`config.mk`:
```
export PLATFORM = sky130hd
export DESIGN_NAME = writeback_unit_flat
export DESIGN_NICKNAME = d
export VERILOG_FILES = /design/src/rtl/writeback_unit_pkg.sv /design/src/rtl/writeback_unit_if.sv /design/src/rtl/writeback_unit_wb_fifo.sv /design/src/rtl/writeback_unit.sv /design/src/flat_wrapper.sv
export SDC_FILE = /design/constraint.sdc
export NUM_CORES = 1
export LEC_CHECK = 0
export ABC_AREA = 1
export CORE_MARGIN = 3
export CORE_UTILIZATION = 53
export DETAILED_ROUTE_END_ITERATION = 8
export PLACE_DENSITY = 0.87
export SLEW_MARGIN = 25
export SYNTH_ARGS = -nofsm -noshare
export SYNTH_HDL_FRONTEND = slang
export SYNTH_HIERARCHICAL = 1
export SYNTH_SLANG_ARGS = --single-unit
```
`constraint.sdc`:
```
create_clock -name i_clk -period 4.9 [get_ports i_clk]
set_clock_uncertainty 0.2 [all_clocks]
set_input_delay 0.49 -clock i_clk [delete_from_list [all_inputs] [get_ports i_clk]]
set_output_delay 0.49 -clock i_clk [all_outputs]
set_load 0.05 [all_outputs]
```
`src/rtl/writeback_unit_pkg.sv`:
```
// writeback_unit_pkg
//   Shared definitions for the writeback slice: register address width,
//   result width and the {rd, data} entry carried through the source FIFOs.
package writeback_unit_pkg;

  localparam int REG_ADDR_W = 5;
  localparam int XLEN       = 64;

  typedef struct packed {
    logic [REG_ADDR_W-1:0] rd;
    logic [XLEN-1:0]       data;
  } wb_entry_t;

endpackage

```
`src/rtl/writeback_unit_if.sv`:
```
// writeback_unit_if
//   Bundles every non-clock signal of writeback_unit.
//   ALU source   : i_a_valid / o_a_ready / i_a_rd / i_a_data
//   M source     : i_m_valid / o_m_ready / i_m_rd / i_m_data
//   Issue        : i_issue_valid / i_issue_rd, scoreboard o_busy
//   Write port   : o_sel_w / o_dat_w / o_we, status o_idle
//   master = execute/issue side, slave = writeback_unit.
interface writeback_unit_if
  import writeback_unit_pkg::*;
#(
  parameter int DATA_W = XLEN
);

  logic                  i_a_valid;
  logic                  o_a_ready;
  logic [REG_ADDR_W-1:0] i_a_rd;
  logic [DATA_W-1:0]     i_a_data;

  logic                  i_m_valid;
  logic                  o_m_ready;
  logic [REG_ADDR_W-1:0] i_m_rd;
  logic [DATA_W-1:0]     i_m_data;

  logic                  i_issue_valid;
  logic [REG_ADDR_W-1:0] i_issue_rd;
  logic [31:0]           o_busy;

  logic [REG_ADDR_W-1:0] o_sel_w;
  logic [DATA_W-1:0]     o_dat_w;
  logic                  o_we;
  logic                  o_idle;

  modport master (
    output i_a_valid, i_a_rd, i_a_data,
    output i_m_valid, i_m_rd, i_m_data,
    output i_issue_valid, i_issue_rd,
    input  o_a_ready, o_m_ready, o_busy, o_sel_w, o_dat_w, o_we, o_idle
  );

  modport slave (
    input  i_a_valid, i_a_rd, i_a_data,
    input  i_m_valid, i_m_rd, i_m_data,
    input  i_issue_valid, i_issue_rd,
    output o_a_ready, o_m_ready, o_busy, o_sel_w, o_dat_w, o_we, o_idle
  );

endinterface

```
`src/rtl/writeback_unit_wb_fifo.sv`:
```
// wb_fifo
//   Synchronous FIFO of wb_entry_t with a combinational head view.
//   Ports: i_clk, i_reset (sync, active-high), push/push_data (ignored when
//   full), pop (ignored when empty), head, full, empty.
//   Pointers carry an extra wrap bit so full and empty are distinguishable
//   without a counter.
module wb_fifo
  import writeback_unit_pkg::*;
#(
  parameter int DEPTH = 2
) (
  input  logic      i_clk,
  input  logic      i_reset,
  input  logic      push,
  input  wb_entry_t push_data,
  input  logic      pop,
  output wb_entry_t head,
  output logic      full,
  output logic      empty
);

  localparam int AW = (DEPTH > 1) ? $clog2(DEPTH) : 1;

  wb_entry_t     mem [DEPTH];
  logic [AW:0]   wr_ptr_reg;
  logic [AW:0]   rd_ptr_reg;
  logic          do_push;
  logic          do_pop;

  assign empty   = (wr_ptr_reg == rd_ptr_reg);
  assign full    = (wr_ptr_reg[AW] != rd_ptr_reg[AW]) &&
                   (wr_ptr_reg[AW-1:0] == rd_ptr_reg[AW-1:0]);
  // Full is judged on the pre-pop state, so a full FIFO refuses a push
  // even in a cycle where it is also popped.
  assign do_push = push && !full;
  assign do_pop  = pop && !empty;
  assign head    = mem[rd_ptr_reg[AW-1:0]];

  always_ff @(posedge i_clk) begin
    if (i_reset) begin
      wr_ptr_reg <= '0;
      rd_ptr_reg <= '0;
    end else begin
      if (do_push) wr_ptr_reg <= wr_ptr_reg + (AW+1)'(1);
      if (do_pop)  rd_ptr_reg <= rd_ptr_reg + (AW+1)'(1);
    end
  end

  // Storage needs no reset: the pointers alone define validity.
  always_ff @(posedge i_clk) begin
    if (do_push) mem[wr_ptr_reg[AW-1:0]] <= push_data;
  end

endmodule

```
`src/rtl/writeback_unit.sv`:
```
// writeback_unit
//   Buffers results from the ALU (A) and multi-cycle (M) paths in one FIFO
//   each, arbitrates one entry per cycle onto the register-file write port
//   and keeps the destination-register busy scoreboard for the issue stage.
//   Ports: i_clk, i_reset (sync, active-high), bus (writeback_unit_if.slave).
//   Write port is registered: accept at edge N, o_we in cycle N+2.
module writeback_unit
  import writeback_unit_pkg::*;
#(
  parameter int FIFO_DEPTH = 2
) (
  input  logic i_clk,
  input  logic i_reset,
  writeback_unit_if.slave bus
);

  wb_entry_t a_in, m_in, a_head, m_head, granted;
  logic      a_full, a_empty, m_full, m_empty;
  logic      grant_a, grant_m, conflict;

  // 1 = M wins the next two-way conflict, 0 = A wins.
  logic      rr_m_reg, rr_m_next;

  logic                  we_reg, we_next;
  logic [REG_ADDR_W-1:0] sel_reg, sel_next;
  logic [XLEN-1:0]       dat_reg, dat_next;
  logic [31:0]           busy_reg, busy_next;

  assign a_in = '{rd: bus.i_a_rd, data: bus.i_a_data};
  assign m_in = '{rd: bus.i_m_rd, data: bus.i_m_data};

  wb_fifo #(.DEPTH(FIFO_DEPTH)) u_a_fifo (
    .i_clk    (i_clk),
    .i_reset  (i_reset),
    .push     (bus.i_a_valid),
    .push_data(a_in),
    .pop      (grant_a),
    .head     (a_head),
    .full     (a_full),
    .empty    (a_empty)
  );

  wb_fifo #(.DEPTH(FIFO_DEPTH)) u_m_fifo (
    .i_clk    (i_clk),
    .i_reset  (i_reset),
    .push     (bus.i_m_valid),
    .push_data(m_in),
    .pop      (grant_m),
    .head     (m_head),
    .full     (m_full),
    .empty    (m_empty)
  );

  always_comb begin
    conflict  = !a_empty && !m_empty;
    grant_a   = !a_empty && (m_empty || !rr_m_reg);
    grant_m   = !m_empty && !grant_a;
    granted   = grant_a ? a_head : m_head;
    // After a conflict the loser gets priority next time.
    rr_m_next = conflict ? grant_a : rr_m_reg;

    we_next  = 1'b0;
    sel_next = sel_reg;
    dat_next = dat_reg;
    if (grant_a || grant_m) begin
      // x0 writes are drained but never reach the register file.
      we_next  = (granted.rd != '0);
      sel_next = granted.rd;
      dat_next = granted.data;
    end
  end

  // Scoreboard: a new reservation beats a same-cycle completion.
  assign busy_next[0] = 1'b0;
  for (genvar gi = 1; gi < 32; gi++) begin : g_busy
    assign busy_next[gi] =
        (bus.i_issue_valid && (bus.i_issue_rd == REG_ADDR_W'(gi))) ||
        (busy_reg[gi] && !(we_reg && (sel_reg == REG_ADDR_W'(gi))));
  end

  always_ff @(posedge i_clk) begin
    if (i_reset) begin
      rr_m_reg <= 1'b0;
      we_reg   <= 1'b0;
      sel_reg  <= '0;
      dat_reg  <= '0;
      busy_reg <= '0;
    end else begin
      rr_m_reg <= rr_m_next;
      we_reg   <= we_next;
      sel_reg  <= sel_next;
      dat_reg  <= dat_next;
      busy_reg <= busy_next;
    end
  end

  assign bus.o_a_ready = !a_full;
  assign bus.o_m_ready = !m_full;
  assign bus.o_we      = we_reg;
  assign bus.o_sel_w   = sel_reg;
  assign bus.o_dat_w   = dat_reg;
  assign bus.o_busy    = busy_reg;
  assign bus.o_idle    = a_empty && m_empty && !we_reg;

endmodule

```
`src/flat_wrapper.sv`:
```
// flat-port wrapper written by rule: the top's interface ports become plain ports
module writeback_unit_flat import writeback_unit_pkg::*;
#(
  parameter int FIFO_DEPTH = 2
)
  (i_clk, i_reset, bus_i_a_valid, bus_i_a_rd, bus_i_a_data, bus_i_m_valid, bus_i_m_rd, bus_i_m_data, bus_i_issue_valid, bus_i_issue_rd, bus_o_a_ready, bus_o_m_ready, bus_o_busy, bus_o_sel_w, bus_o_dat_w, bus_o_we, bus_o_idle);
  writeback_unit_if #(.DATA_W(XLEN)) bus_i ();
  input  logic i_clk;
  input  logic i_reset;
  input wire logic [$bits(bus_i.i_a_valid)-1:0] bus_i_a_valid;
  input wire logic [$bits(bus_i.i_a_rd)-1:0] bus_i_a_rd;
  input wire logic [$bits(bus_i.i_a_data)-1:0] bus_i_a_data;
  input wire logic [$bits(bus_i.i_m_valid)-1:0] bus_i_m_valid;
  input wire logic [$bits(bus_i.i_m_rd)-1:0] bus_i_m_rd;
  input wire logic [$bits(bus_i.i_m_data)-1:0] bus_i_m_data;
  input wire logic [$bits(bus_i.i_issue_valid)-1:0] bus_i_issue_valid;
  input wire logic [$bits(bus_i.i_issue_rd)-1:0] bus_i_issue_rd;
  output wire logic [$bits(bus_i.o_a_ready)-1:0] bus_o_a_ready;
  output wire logic [$bits(bus_i.o_m_ready)-1:0] bus_o_m_ready;
  output wire logic [$bits(bus_i.o_busy)-1:0] bus_o_busy;
  output wire logic [$bits(bus_i.o_sel_w)-1:0] bus_o_sel_w;
  output wire logic [$bits(bus_i.o_dat_w)-1:0] bus_o_dat_w;
  output wire logic [$bits(bus_i.o_we)-1:0] bus_o_we;
  output wire logic [$bits(bus_i.o_idle)-1:0] bus_o_idle;
  assign bus_i.i_a_valid = bus_i_a_valid;
  assign bus_i.i_a_rd = bus_i_a_rd;
  assign bus_i.i_a_data = bus_i_a_data;
  assign bus_i.i_m_valid = bus_i_m_valid;
  assign bus_i.i_m_rd = bus_i_m_rd;
  assign bus_i.i_m_data = bus_i_m_data;
  assign bus_i.i_issue_valid = bus_i_issue_valid;
  assign bus_i.i_issue_rd = bus_i_issue_rd;
  assign bus_o_a_ready = bus_i.o_a_ready;
  assign bus_o_m_ready = bus_i.o_m_ready;
  assign bus_o_busy = bus_i.o_busy;
  assign bus_o_sel_w = bus_i.o_sel_w;
  assign bus_o_dat_w = bus_i.o_dat_w;
  assign bus_o_we = bus_i.o_we;
  assign bus_o_idle = bus_i.o_idle;
  writeback_unit #(.FIFO_DEPTH(FIFO_DEPTH)) u_core (.i_clk(i_clk), .i_reset(i_reset), .bus(bus_i));
endmodule
```
## Word level (Yosys, flattened, before mapping)

Memories as Yosys holds them, arrays and structs flattened. A register that Yosys moved wholly into a read port is not among the register bits.
Index checks and enable logic that the tools add are counted.

| operators by class | value |
|---|---|
| reduce and logical (&&, ||, !) cells | 177 |
| equal/unequal tests | 68 |
| multiplexer cells | 9 |
| $add $sub $neg | 4 |
| bitwise gates (word level) | 1 |

Operators with widths:

| kind | count |
|---|---|
| equality test 5 bit (second input constant) | 32 |
| logical AND 1 bit | 104 |
| equality test 5 x 4 -> 1 bit (second input constant) | 16 |
| 2-to-1 mux 69 bit | 1 |
| equality test 5 x 3 -> 1 bit (second input constant) | 8 |
| logical NOT 1 bit | 38 |
| logical OR 1 bit | 33 |
| equality test 5 x 2 -> 1 bit (second input constant) | 4 |
| equality test 5 x 1 -> 1 bit (second input constant) | 2 |
| adder 2 x 1 -> 2 bit (second input constant) | 4 |
| 2-to-1 mux 1 bit | 8 |
| nonzero test 5 bit | 1 |
| equality test 2 bit | 2 |
| equality test 1 bit | 2 |
| != test 1 bit | 2 |
| OR reduction 2 bit | 1 |
| inverter 1 bit | 1 |

| storage, ports and cells | value |
|---|---|
| bits of input ports | 148 |
| logic and storage cells | 271 |
| bits in writable memories | 276 |
| memories kept | 2 |
| register bits | 111 |
| output and inout port bits | 105 |

Memory list:

| name | words | width | read ports | clocked after memory_dff | wr ports | line | RTL |
|---|---|---|---|---|---|---|---|
| u_core.u_a_fifo.mem | 2 | 69 | 1 | 1 | 1 | writeback_unit_wb_fifo.sv:24 | `wb_entry_t mem [DEPTH];` |
| u_core.u_m_fifo.mem | 2 | 69 | 1 | 1 | 1 | writeback_unit_wb_fifo.sv:24 |  |

## Depth between registers and ports, before layout

Gate-level depths: netlist of the first run.

| depth | value |
|---|---|
| word-level depth | 8 |
| depth in mapped cells | 16 |
| gate-level depth less buffers | 15 |

## Modules after synthesis

The synthesis of the first run kept the hierarchy.

By module, submodules not included:

| module | area an instance (um^2) | times used | seq. area each (um^2) | cells an instance |
|---|---|---|---|---|
| wb_fifo | 5286.3 | 2 | 4244.1 | 262 |
| writeback_unit | 4385.5 | 1 | 2042.0 | 607 |

## Least setup slack after synthesis of the first run

No wires, ideal clock.

| timing path | value |
|---|---|
| path type | register to register |
| from | register u_core.u_a_fifo.rd_ptr_reg[1] |
| to | memory u_core/u_a_fifo/mem[0][0] (netlist name) (enable) |
| arrival time | 3.599 ns |
| slack | 0.605 ns |
| period minus slack after synthesis | 4.295 ns |
| path buffers | 0 |
| library setup time | 0.497 ns |
| data required time | 4.203 ns |
| stages on the path, launching flop included | 7 |
| path through | dfxtp_1 > inv_1 > nand2_1 > nand2_1 > nand2_1 > nand2_1 > nor2_1 |

| on the way | value |
|---|---|
| word-level cells in the longest chain between the ends | 6 |

RTL lines:

| what | line | RTL |
|---|---|---|
| start: declaration | writeback_unit_wb_fifo.sv:26 | `logic [AW:0] rd_ptr_reg;` |
| start signal: assignment | writeback_unit_wb_fifo.sv:45 | `if (do_pop) rd_ptr_reg <= rd_ptr_reg + (AW+1)'(1);` |
| != test 1 bit | writeback_unit_wb_fifo.sv:31 | `assign full = (wr_ptr_reg[AW] != rd_ptr_reg[AW]) &&` |
| logical AND 1 bit | writeback_unit_wb_fifo.sv:31 |  |
| logical NOT 1 bit | writeback_unit_wb_fifo.sv:35 | `assign do_push = push && !full;` |
| logical AND 1 bit | writeback_unit_wb_fifo.sv:35 |  |
| 2-to-1 mux 1 bit | writeback_unit_wb_fifo.sv:51 | `if (do_push) mem[wr_ptr_reg[AW-1:0]] <= push_data;` |
| 2-to-1 mux 1 bit (not written as such) | writeback_unit_wb_fifo.sv:51 |  |
| end: declaration | writeback_unit_wb_fifo.sv:24 |  |

No other way between the ends.

## Worst setup path in the final report of the first run

| timing path | value |
|---|---|
| from | register u_core.u_m_fifo.wr_ptr_reg[1] |
| to | register u_core.u_m_fifo.rd_ptr_reg[1] |

| on the way | value |
|---|---|
| word-level cells in the longest chain between the ends | 6 |
| elaborated cells on any way between the ends | 7 |
| classes of those cells | eq/ne (1); reduce/logical (6) |

RTL lines:

| what | line | RTL |
|---|---|---|
| start: declaration | writeback_unit_wb_fifo.sv:25 | `logic [AW:0] wr_ptr_reg;` |
| start signal: assignment | writeback_unit_wb_fifo.sv:44 | `if (do_push) wr_ptr_reg <= wr_ptr_reg + (AW+1)'(1);` |
| equality test 2 bit * | writeback_unit_wb_fifo.sv:30 | `assign empty = (wr_ptr_reg == rd_ptr_reg);` |
| net u_core.m_empty | writeback_unit.sv:18 | `logic a_full, a_empty, m_full, m_empty;` |
| logical OR 1 bit | writeback_unit.sv:56 | `grant_a = !a_empty && (m_empty \|\| !rr_m_reg);` |
| logical AND 1 bit | writeback_unit.sv:56 |  |
| logical NOT 1 bit | writeback_unit.sv:57 | `grant_m = !m_empty && !grant_a;` |
| logical AND 1 bit * | writeback_unit.sv:57 |  |
| net u_core.grant_m | writeback_unit.sv:19 | `logic grant_a, grant_m, conflict;` |
| logical AND 1 bit * | writeback_unit_wb_fifo.sv:36 | `assign do_pop = pop && !empty;` |
| end signal: assignment | writeback_unit_wb_fifo.sv:45 |  |
| end: declaration | writeback_unit_wb_fifo.sv:26 |  |

Mark *: on every way through the listed nets, which the timed path passes. The rest lies on a longest branch.
A chain may end at the register's enable or synchronous reset.

==> impl_metrics.prom, run 1 <==
# TYPE chip_impl_metric gauge
chip_impl_info{name="rsz_0062_raised_after_global_routing",value="false"} 1
chip_impl_metric{name="placedCellCount",unit=""} 1705
chip_impl_metric{name="worst_skew_pair_latency",unit="ns"} 0.51
chip_impl_metric{name="avgSynthCellArea",unit="um^2"} 13.2
chip_impl_metric{name="detailroute.via_count",unit=""} 10000
chip_impl_info{name="critical-path-top-cell-by-count",value="nand2_1"} 1
chip_impl_metric{name="cp_num_buf_inv",unit=""} 5
chip_impl_metric{name="fin_cells",unit=""} 1781
chip_impl_info{name="tritoncts",value="done"} 1
chip_impl_info{name="most_frequent_cells_in_the_layout",value="edfxtp_1, clkdlybuf4s50_1, o21ai_0"} 1
chip_impl_metric{name="gpl.final_weighted_congestion",unit=""} 0.873
chip_impl_metric{name="relative_max_transition_margin",unit="%"} 34.0
chip_impl_metric{name="ctsLongestPathBuffers",unit=""} 3
chip_impl_metric{name="worst_path_largest_cell_delay",unit="ns"} 0.81
chip_impl_info{name="mostFrequentLayoutCell",value="edfxtp_1"} 1
chip_impl_metric{name="nNetsFinal",unit=""} 1526
chip_impl_info{name="startpoint_type",value="register"} 1
chip_impl_metric{name="synth_nets",unit=""} 1279
chip_impl_info{name="crit_path_end_kind",value="register"} 1
chip_impl_info{name="hold_path.class",value="reg2reg"} 1
chip_impl_metric{name="setup_slack",unit="ns"} 1.30
chip_impl_metric{name="wirelength",unit="um"} 36000
chip_impl_info{name="critical-path-slowest-cell",value="clkinv_2"} 1
chip_impl_metric{name="postCtsHoldBufs",unit=""} 0
chip_impl_metric{name="drt_iter0_markers",unit=""} 1002
chip_impl_metric{name="clock_power_share",unit="%"} 29.2
chip_impl_info{name="postSynth.topFlopCell",value="edfxtp_1"} 1
chip_impl_metric{name="cts_inserted_buffers",unit=""} 40
chip_impl_metric{name="totalNegativeSetupSlack",unit="ns"} 0
chip_impl_metric{name="detail_route.vias_per_cell",unit=""} 5.62
chip_impl_metric{name="drv_slew",unit=""} 0
chip_impl_metric{name="setup_viol",unit=""} 0
chip_impl_info{name="run_status",value="complete, no violations"} 1
chip_impl_metric{name="synthesis.instances",unit=""} 1131
chip_impl_info{name="timing_worst_setup_path_type",value="reg2reg"} 1
chip_impl_metric{name="synth_edf_count",unit=""} 276
chip_impl_metric{name="numPortBuffers",unit=""} 251
chip_impl_metric{name="floorplan.die_area",unit="mm^2"} 0.0303
chip_impl_metric{name="post_route_cell_area",unit="mm^2"} 0.0191
chip_impl_metric{name="dpl.hpwl",unit="um"} 22600
chip_impl_metric{name="period_share",unit="%"} 73.5
chip_impl_metric{name="cell_area_placed",unit="mm^2"} 0.0177
chip_impl_metric{name="place_worst_setup_slack",unit="ns"} 1.37
chip_impl_metric{name="design_power_total",unit="mW"} 10.1
chip_impl_info{name="timing.critical_path.max_delay_family",value="simple AND/OR/NAND/NOR gates"} 1
chip_impl_metric{name="timing.critical_path.required",unit="ns"} 5.09
chip_impl_metric{name="remaining_drc_errors",unit=""} 0
chip_impl_metric{name="postRouteAntennaNets",unit=""} 0
chip_impl_metric{name="post_cts_resize_count",unit=""} 0
chip_impl_metric{name="utilization",unit="%"} 69.8
chip_impl_metric{name="placeable_core_area",unit="mm^2"} 0.0273
chip_impl_metric{name="period_needed",unit="ns"} 3.60
chip_impl_info{name="root_buffer",value="clkbuf_16"} 1
chip_impl_metric{name="grt_max_degree",unit=""} 71
chip_impl_metric{name="syn-cell-area",unit="mm^2"} 0.0150
chip_impl_metric{name="net_switching_fraction_of_the_power",unit="%"} 33.1
chip_impl_metric{name="number_of_global_route_vias_before_repair",unit=""} 10600
chip_impl_metric{name="globalRouteOverflowTotal",unit=""} 0
chip_impl_metric{name="p_leak",unit="nW"} 6.63
chip_impl_metric{name="die_height",unit="um"} 174
chip_impl_metric{name="io_pins",unit=""} 253
chip_impl_metric{name="synth_seq_area_share",unit="%"} 70.4
chip_impl_metric{name="wl_per_cell",unit="um"} 20.2
chip_impl_metric{name="synthesis.yosys.warnings",unit=""} 6
chip_impl_metric{name="seqPwrFrac",unit="%"} 42.4
chip_impl_metric{name="pin_slew_with_the_least_headroom_to_its_limit",unit="ns"} 0.989
chip_impl_metric{name="cts.sink_count",unit=""} 388
chip_impl_metric{name="syn_to_final_growth",unit="%"} 27.4
chip_impl_metric{name="synth.lib_cells_used.distinct",unit=""} 24
chip_impl_metric{name="dr.pass1.iters",unit=""} 5
chip_impl_metric{name="final-hold-violation-count",unit=""} 0
chip_impl_metric{name="power_frac_comb",unit="%"} 28.4
chip_impl_info{name="cp_cell_sequence",value="inv_1 -> nand2_1 -> nand2_1 -> nand2_1 -> inv_1 -> inv_2 -> nand2_4 -> nand2_4 -> clkinv_2 -> nor2_1 -> nand2_1 -> inv_1 -> nand3_1 -> nand2_1 -> nor2_1"} 1
chip_impl_metric{name="netSwitchingPower",unit="mW"} 3.34
chip_impl_metric{name="cts.repair_timing.setup_buffer_count",unit=""} 0
chip_impl_metric{name="maxCapViolations",unit=""} 0
chip_impl_metric{name="overall_routing_resource_usage",unit="%"} 23.5
chip_impl_metric{name="cts_max_level",unit=""} 2
chip_impl_metric{name="clk_pin_slew_worst_paths",unit="ns"} 0.06
chip_impl_metric{name="fmax",unit="GHz"} 0.278
chip_impl_metric{name="grt_first_pass_wirelength",unit="um"} 56500
chip_impl_metric{name="floorplan.rows",unit=""} 60
chip_impl_metric{name="post_route_cells_drive_above_1_share",unit="%"} 15.8
chip_impl_metric{name="vdd.ir_drop.worst",unit="mV"} 0.398
chip_impl_metric{name="asyncSetResetFlopFracSynth",unit="%"} 0
chip_impl_metric{name="power_per_cell_area",unit="mW/mm^2"} 529
chip_impl_metric{name="number_of_antenna_violations_at_the_first_check_in_global_routing",unit=""} 8
chip_impl_metric{name="synth_seq_cells",unit=""} 388
chip_impl_metric{name="die_width",unit="um"} 174
chip_impl_metric{name="path_max_fanout",unit=""} 70
chip_impl_metric{name="hold_slack",unit="ns"} 0.274
chip_impl_metric{name="initial_standard_cell_utilization_of_the_core",unit="%"} 54.7
chip_impl_metric{name="internal_power",unit="mW"} 6.74
chip_impl_metric{name="endpoint_arrival_time_on_the_critical_path",unit="ns"} 3.79
[per-layer routing]
metal | GRT usage (%) | wire (um) | share of wire, % | up-vias
li1 | - | - | - | 4538
met1 | 29.8 | 14500 | 40 | 4910
met2 | 40.2 | 17900 | 50 | 462
met3 | 5.22 | 2620 | 7.3 | 81
met4 | 7.54 | 905 | 2.5 | 12
met5 | 0 | 76 | 0.21 | -
[cells in the mapped netlist, types with 2 or more instances]
master    instances  area share [%]
edfxtp_1        276              55
o21ai_0         121             4.0
mux2_2          118             8.9
dfxtp_1         112              15
nand2_1         112             2.8
nor2_1          106             2.7
nand3_1          74             2.5
o21ai_1          44             1.5
a21oi_1          40             1.3
inv_1            38            0.95
buf_2            30             1.0
mux2_4           20             2.0
clkbuf_1         13            0.33
buf_6             9            0.68
buf_4             5            0.25
buf_8             2            0.20
inv_2             2           0.050
nand2_4           2            0.15
or2_2             2           0.084
[worst paths after layout]
| path | startpoint | end | slack, ns | depth (start not counted) |
|---|---|---|---|---|
| setup / recovery | u_core/u_m_fifo/wr_ptr_reg[1]$_SDFFE_PP0P_ | u_core/u_m_fifo/rd_ptr_reg[1]$_SDFFE_PP0P_ | 1.30 | 15 |
| hold / removal | u_core/bus.o_busy[3]$_SDFF_PP0_ | u_core/bus.o_busy[3]$_SDFF_PP0_ | 0.27 | 2 |
| setup reg to reg | u_core/u_m_fifo/wr_ptr_reg[1]$_SDFFE_PP0P_ | u_core/u_m_fifo/rd_ptr_reg[1]$_SDFFE_PP0P_ | 1.30 | 15 |
| hold reg to reg | u_core/bus.o_busy[3]$_SDFF_PP0_ | u_core/bus.o_busy[3]$_SDFF_PP0_ | 0.27 | 2 |
[worst reg2reg max path, stage by stage (launching register included)]
cell and delay (ns):
dfxtp_1 0.41, inv_1 0.08, nand2_1 0.09, nand2_1 0.06
nand2_1 0.15, inv_1 0.12, inv_2 0.09, nand2_4 0.07
nand2_4 0.57, clkinv_2 0.84, nor2_1 0.37, nand2_1 0.10
inv_1 0.11, nand3_1 0.12, nand2_1 0.09, nor2_1 0.04
[logic make-up after synthesis]
family	share of synthesized area, %
other	0.0251
and+or+nand+nor	8.30
DFF	70.4
buffers and inverters	3.53
AOI/OAI and AO/OA	6.86
muxes	10.9
[power by group through the flow]
stage          combinational (mW)  clock (mW)  sequential (mW)
4_1_cts                      2.80        2.99             4.33
3_3_place_gp                 2.70           0             4.37
3_5_place_dp                 2.78           0             4.39
6_report                     2.86        2.95             4.27
5_1_grt                      3.04        3.15             4.31
2_1_floorplan                1.22           0             5.00
[area by class of cell]
cell class	instances	area, um^2
Antenna cell	2	5.00
Clock buffer	60	1180
Clock inverter	11	113
Fill cell	1805	8260
Inverter	41	158
Multi-Input combinational cell	642	3920
Sequential cell	388	10500
Tap cell	372	465
Timing Repair Buffer	265	2690
Power figures use the tool's default switching activity.
==> inputs of run 2 (changes only) <==
clock period = 3.7 ns   (was 4.9 ns; I/O delays follow)
==> impl_metrics.prom, run 2 (synthesized netlist as in run 1, its figures left out) <==
# TYPE chip_impl_metric gauge
chip_impl_info{name="startpoint_type",value="register"} 1
chip_impl_metric{name="globalRouteOverflowTotal",unit=""} 0
chip_impl_metric{name="ctsLongestPathBuffers",unit=""} 3
chip_impl_info{name="mostFrequentLayoutCell",value="edfxtp_1"} 1
chip_impl_metric{name="io_pins",unit=""} 253
chip_impl_metric{name="placeable_core_area",unit="mm^2"} 0.0273
chip_impl_metric{name="post_route_cells_drive_above_1_share",unit="%"} 16.7
chip_impl_metric{name="cts_inserted_buffers",unit=""} 40
chip_impl_info{name="most_frequent_cells_in_the_layout",value="edfxtp_1, clkdlybuf4s50_1, o21ai_0"} 1
chip_impl_metric{name="relative_max_transition_margin",unit="%"} 45.9
chip_impl_metric{name="maxCapViolations",unit=""} 0
chip_impl_metric{name="cell_area_placed",unit="mm^2"} 0.0177
chip_impl_info{name="cp_cell_sequence",value="nand2_1 -> nand2_1 -> nand2_1 -> inv_1 -> nand2_1 -> nor2_1 -> clkdlybuf4s50_1"} 1
chip_impl_metric{name="gpl.final_weighted_congestion",unit=""} 0.856
chip_impl_metric{name="postCtsHoldBufs",unit=""} 0
chip_impl_metric{name="fmax",unit="GHz"} 0.334
chip_impl_metric{name="post_cts_resize_count",unit=""} 0
chip_impl_metric{name="numPortBuffers",unit=""} 251
chip_impl_metric{name="number_of_antenna_violations_at_the_first_check_in_global_routing",unit=""} 7
chip_impl_metric{name="clk_pin_slew_worst_paths",unit="ns"} 0.06
chip_impl_metric{name="drt_iter0_markers",unit=""} 1112
chip_impl_info{name="root_buffer",value="clkbuf_16"} 1
chip_impl_metric{name="overall_routing_resource_usage",unit="%"} 23.0
chip_impl_info{name="critical-path-slowest-cell",value="clkdlybuf4s50_1"} 1
chip_impl_info{name="hold_path.class",value="in2reg"} 1
chip_impl_metric{name="cts_max_level",unit=""} 2
chip_impl_metric{name="totalNegativeSetupSlack",unit="ns"} 0
chip_impl_metric{name="drv_slew",unit=""} 0
chip_impl_metric{name="floorplan.die_area",unit="mm^2"} 0.0303
chip_impl_metric{name="dpl.hpwl",unit="um"} 22700
chip_impl_metric{name="syn_to_final_growth",unit="%"} 28.5
chip_impl_metric{name="worst_path_largest_cell_delay",unit="ns"} 0.86
chip_impl_metric{name="remaining_drc_errors",unit=""} 0
chip_impl_metric{name="wl_per_cell",unit="um"} 20.0
chip_impl_metric{name="endpoint_arrival_time_on_the_critical_path",unit="ns"} 2.42
chip_impl_metric{name="final-hold-violation-count",unit=""} 0
chip_impl_metric{name="p_leak",unit="nW"} 6.73
chip_impl_metric{name="cts.repair_timing.setup_buffer_count",unit=""} 0
chip_impl_info{name="crit_path_end_kind",value="primary output"} 1
chip_impl_metric{name="timing.critical_path.required",unit="ns"} 3.13
chip_impl_metric{name="detail_route.vias_per_cell",unit=""} 5.57
chip_impl_metric{name="place_worst_setup_slack",unit="ns"} 1.15
chip_impl_metric{name="worst_r2r_path_depth",unit=""} 16
chip_impl_metric{name="initial_standard_cell_utilization_of_the_core",unit="%"} 54.7
chip_impl_info{name="critical-path-top-cell-by-count",value="nand2_1"} 1
chip_impl_metric{name="cts.sink_count",unit=""} 388
chip_impl_metric{name="dr.pass1.iters",unit=""} 6
chip_impl_metric{name="worst_skew_pair_latency",unit="ns"} 0.52
chip_impl_metric{name="setup_slack",unit="ns"} 0.709
chip_impl_metric{name="grt_max_degree",unit=""} 70
chip_impl_metric{name="die_width",unit="um"} 174
chip_impl_metric{name="vdd.ir_drop.worst",unit="mV"} 0.597
chip_impl_metric{name="postRouteAntennaNets",unit=""} 0
chip_impl_metric{name="period_needed",unit="ns"} 2.99
chip_impl_metric{name="path_max_fanout",unit=""} 5
chip_impl_metric{name="hold_depth",unit=""} 1
chip_impl_metric{name="nNetsFinal",unit=""} 1526
chip_impl_info{name="tritoncts",value="done"} 1
chip_impl_info{name="timing_worst_setup_path_type",value="reg2out"} 1
chip_impl_metric{name="detailroute.via_count",unit=""} 9927
chip_impl_metric{name="pin_slew_with_the_least_headroom_to_its_limit",unit="ns"} 0.811
chip_impl_metric{name="period_share",unit="%"} 80.8
chip_impl_metric{name="floorplan.rows",unit=""} 60
chip_impl_metric{name="number_of_global_route_vias_before_repair",unit=""} 10200
chip_impl_metric{name="grt_first_pass_wirelength",unit="um"} 55200
chip_impl_info{name="rsz_0062_raised_after_global_routing",value="false"} 1
chip_impl_metric{name="post_route_cell_area",unit="mm^2"} 0.0192
chip_impl_metric{name="die_height",unit="um"} 174
chip_impl_metric{name="wirelength",unit="um"} 35700
chip_impl_info{name="run_status",value="complete, no violations"} 1
chip_impl_metric{name="setup_viol",unit=""} 0
chip_impl_metric{name="power_per_cell_area",unit="mW/mm^2"} 717
[run 2: where the power goes]
| group | switching (mW) | internal [mW] |
|---|---|---|
| registers | 0.421 | 5.26 |
| logic | 2.44 | 1.31 |
| clock network | 1.59 | 2.75 |
[run 2: per-layer routing]
metal | part of all wire, % | up-vias | track usage (%)
li1 | - | 4558 | -
met1 | 39 | 4780 | 28.9
met2 | 50 | 493 | 39.3
met3 | 8.2 | 84 | 5.50
met4 | 2.7 | 12 | 7.54
met5 | 0.23 | - | 0
[run 2: area by class of cell]
class | count | area [um^2]
diodes | 1 | 2.50
multi-input cells | 642 | 3920
clock inverters | 16 | 238
fillers | 1842 | 8100
inverters | 41 | 158
well taps | 372 | 465
clock buffers | 58 | 1240
flip-flops and latches | 388 | 10500
repair buffers | 265 | 2670
[run 2: worst max-delay path: cells and delay by family (launching register included)]
family / cells / cell delay [ns]
buf+inv: 2 / 0.97
flops: 1 / 0.43
simple gates: 5 / 0.50
[run 2: through the flow]
stage	util, %	std cells	power (mW)	hold WS (ns)
after floorplan	-	1131	8.22	0.269
after global placement	64.9	1708	9.40	0.260
after detailed placement	64.9	1708	9.50	0.271
after CTS	70.3	1782	13.9	0.212
after global routing	70.4	1783	14.3	0.217
final	70.4	1783	13.8	0.231
[run 2: final timing paths]
check,slack [ns],endpoint,startpoint
max,0.71,bus_o_idle,u_core/u_a_fifo/wr_ptr_reg[0]$_SDFFE_PP0P_
min,0.23,u_core/u_m_fifo/mem[0][36]$_DFFE_PP_,bus_i_m_data[36]
max reg2reg,1.13,register,u_core/u_m_fifo/wr_ptr_reg[1]$_SDFFE_PP0P_
min reg2reg,0.27,u_core/bus.o_dat_w[32]$_SDFFE_PP0N_,u_core/bus.o_dat_w[32]$_SDFFE_PP0N_
==> inputs of run 3 (changes only) <==
clock period = 3.1 ns   (was 3.7 ns; I/O delays follow)
==> impl_metrics.prom, run 3 (synthesized netlist as in run 1, its figures left out) <==
# TYPE chip_impl_metric gauge
chip_impl_metric{name="power_per_cell_area",unit="mW/mm^2"} 839
chip_impl_metric{name="vdd.ir_drop.worst",unit="mV"} 0.895
chip_impl_metric{name="p_leak",unit="nW"} 6.71
chip_impl_metric{name="power_frac_comb",unit="%"} 28.4
chip_impl_metric{name="seqPwrFrac",unit="%"} 42.0
chip_impl_info{name="dr.max_layer_used",value="met5"} 1
chip_impl_metric{name="numPortBuffers",unit=""} 251
chip_impl_metric{name="post_cts_resize_count",unit=""} 0
chip_impl_metric{name="maxCapViolations",unit=""} 0
chip_impl_info{name="reg2reg_from",value="u_core/u_m_fifo/wr_ptr_reg[0]$_SDFFE_PP0P_"} 1
chip_impl_metric{name="hold_slack",unit="ns"} 0.165
chip_impl_metric{name="postCtsHoldBufs",unit=""} 0
chip_impl_info{name="root_buffer",value="clkbuf_16"} 1
chip_impl_metric{name="wirelength",unit="um"} 36200
chip_impl_metric{name="clk_pin_slew_worst_paths",unit="ns"} 0.06
chip_impl_metric{name="die_height",unit="um"} 174
chip_impl_metric{name="period_needed",unit="ns"} 2.94
chip_impl_metric{name="io_pins",unit=""} 253
chip_impl_info{name="crit_path_end_kind",value="primary output"} 1
chip_impl_metric{name="n_fill_cell",unit=""} 1792
chip_impl_metric{name="detailroute.via_count",unit=""} 10100
chip_impl_metric{name="cts.repair_timing.setup_buffer_count",unit=""} 0
chip_impl_metric{name="met3WireLength",unit="um"} 3130
chip_impl_metric{name="place_worst_setup_slack",unit="ns"} 0.645
chip_impl_metric{name="worst_r2r_path_depth",unit=""} 9
chip_impl_metric{name="nNetsFinal",unit=""} 1537
chip_impl_metric{name="totalNegativeSetupSlack",unit="ns"} 0
chip_impl_metric{name="net_switching_fraction_of_the_power",unit="%"} 33.1
chip_impl_metric{name="syn_to_final_growth",unit="%"} 28.3
chip_impl_metric{name="initial_standard_cell_utilization_of_the_core",unit="%"} 54.7
chip_impl_metric{name="internal_power",unit="mW"} 10.8
chip_impl_metric{name="utilization",unit="%"} 70.2
chip_impl_metric{name="dpl.hpwl",unit="um"} 23100
chip_impl_metric{name="number_of_antenna_violations_at_the_first_check_in_global_routing",unit=""} 10
chip_impl_metric{name="number_of_global_route_vias_before_repair",unit=""} 10300
chip_impl_info{name="rsz_0062_raised_after_global_routing",value="false"} 1
chip_impl_metric{name="path_max_fanout",unit=""} 5
chip_impl_metric{name="netSwitchingPower",unit="mW"} 5.33
chip_impl_metric{name="hold_depth",unit=""} 1
chip_impl_info{name="run_status",value="complete, no violations"} 1
chip_impl_metric{name="die_width",unit="um"} 174
chip_impl_info{name="worst_hold_path.endpoint",value="u_core/u_a_fifo/mem[0][65]$_DFFE_PP_"} 1
chip_impl_metric{name="cts_inserted_buffers",unit=""} 40
chip_impl_metric{name="dr.pass1.iters",unit=""} 7
chip_impl_metric{name="post_route_cells_drive_above_1_share",unit="%"} 16.6
chip_impl_metric{name="setup_viol",unit=""} 0
chip_impl_metric{name="post_route_cell_area",unit="mm^2"} 0.0192
chip_impl_metric{name="overall_routing_resource_usage",unit="%"} 23.1
chip_impl_metric{name="worst-r2r-setup-slack",unit="ns"} 0.60
chip_impl_metric{name="remaining_drc_errors",unit=""} 0
chip_impl_metric{name="placeable_core_area",unit="mm^2"} 0.0273
chip_impl_metric{name="placedCellCount",unit=""} 1719
chip_impl_metric{name="detail_route.vias_per_cell",unit=""} 5.65
chip_impl_metric{name="cts_max_level",unit=""} 2
chip_impl_metric{name="gpl.final_weighted_congestion",unit=""} 0.883
chip_impl_metric{name="postRouteAntennaNets",unit=""} 0
chip_impl_metric{name="period_share",unit="%"} 95.0
chip_impl_metric{name="endpoint_arrival_time_on_the_critical_path",unit="ns"} 2.43
chip_impl_metric{name="route.met2.wl",unit="um"} 17900
chip_impl_metric{name="floorplan.rows",unit=""} 60
chip_impl_metric{name="cts.sink_count",unit=""} 388
chip_impl_info{name="tritoncts",value="done"} 1
chip_impl_metric{name="floorplan.die_area",unit="mm^2"} 0.0303
chip_impl_metric{name="setup_slack",unit="ns"} 0.155
chip_impl_info{name="hold_path.class",value="in2reg"} 1
chip_impl_metric{name="worst_skew_pair_latency",unit="ns"} 0.52
chip_impl_info{name="timing.hold.worst.start",value="bus_i_a_rd[1]"} 1
chip_impl_info{name="setup.worst_path.start",value="u_core/u_m_fifo/wr_ptr_reg[0]$_SDFFE_PP0P_"} 1
chip_impl_info{name="startpoint_type",value="register"} 1
chip_impl_metric{name="wl_per_cell",unit="um"} 20.2
chip_impl_metric{name="relative_max_transition_margin",unit="%"} 47.9
chip_impl_metric{name="timing.critical_path.required",unit="ns"} 2.59
chip_impl_metric{name="clock_power_share",unit="%"} 29.6
chip_impl_metric{name="globalRouteOverflowTotal",unit=""} 0
chip_impl_metric{name="met1_length",unit="um"} 14200
chip_impl_metric{name="fin_cells",unit=""} 1795
chip_impl_info{name="mostFrequentLayoutCell",value="edfxtp_1"} 1
chip_impl_metric{name="grt_first_pass_wirelength",unit="um"} 55700
chip_impl_metric{name="ctsLongestPathBuffers",unit=""} 3
chip_impl_metric{name="pin_slew_with_the_least_headroom_to_its_limit",unit="ns"} 0.781
chip_impl_metric{name="final-hold-violation-count",unit=""} 0
chip_impl_metric{name="drv_slew",unit=""} 0
chip_impl_metric{name="drt_iter0_markers",unit=""} 1033
chip_impl_metric{name="fmax",unit="GHz"} 0.340
chip_impl_metric{name="grt_max_degree",unit=""} 70
chip_impl_info{name="timing_worst_setup_path_type",value="reg2out"} 1
chip_impl_info{name="r2r_end",value="u_core/bus.o_sel_w[1]$_SDFFE_PP0N_"} 1
chip_impl_info{name="most_frequent_cells_in_the_layout",value="edfxtp_1, clkdlybuf4s50_1, o21ai_0"} 1
chip_impl_metric{name="design_power_total",unit="mW"} 16.1
chip_impl_metric{name="cell_area_placed",unit="mm^2"} 0.0179
[run 3: changes by cell type in the layout (fill, tap and decap cells not counted), moves of 2 or more]
cell       before  now
buf_12          4    6
buf_4          10   19
bufinv_16       6    2
clkbuf_1        4   16
clkbuf_8       11    7
clkinv_1        3    0
[run 3: how the worst max path moves through the flow]
stage	to	slack (ns)	cells after the start
floorplan	u_core/u_a_fifo/mem[1][0]$_DFFE_PP_	0.35	6
global route	bus_o_idle	0.03	7
finish	bus_o_idle	0.16	7
global placement	u_core/u_m_fifo/mem[1][15]$_DFFE_PP_	0.73	6
CTS	bus_o_idle	0.14	7
detailed placement	u_core/bus.o_sel_w[1]$_SDFFE_PP0N_	0.64	9
[run 3: power groups by stage]
stage / Sequential, mW / Clock (mW) / Combinational (mW)
2_1_floorplan: 7.89 / 0 / 1.93
3_3_place_gp: 6.82 / 0 / 4.44
3_5_place_dp: 6.85 / 0 / 4.54
4_1_cts: 6.75 / 4.85 / 4.58
5_1_grt: 6.82 / 5.06 / 4.84
6_report: 6.75 / 4.77 / 4.57
[run 3: area by class of cell]
cell class	count	area, um^2	share of cell area, %
inverters	41	158	0.822
multi-input cells	642	3920	20.4
flip-flops and latches	388	10500	54.9
repair buffers	276	2780	14.5
diodes	2	5.00	0.0261
clock inverters	8	101	0.528
well taps	372	465	2.43
clock buffers	66	1230	6.42
[run 3: per-layer routing]
layer  vias to the layer above  track usage, %
li1                       4574               -
met1                      4942            29.1
met2                       515            39.7
met3                        89            6.01
met4                        16            6.80
met5                         -               0
[run 3: worst max-delay path: stages (launching register included)]
cell and delay [ns]:
dfxtp_1 0.43, nand2_1 0.08, nand2_1 0.08, nand2_1 0.11
inv_1 0.14, nand2_1 0.14, nor2_1 0.13, clkdlybuf4s50_1 0.82
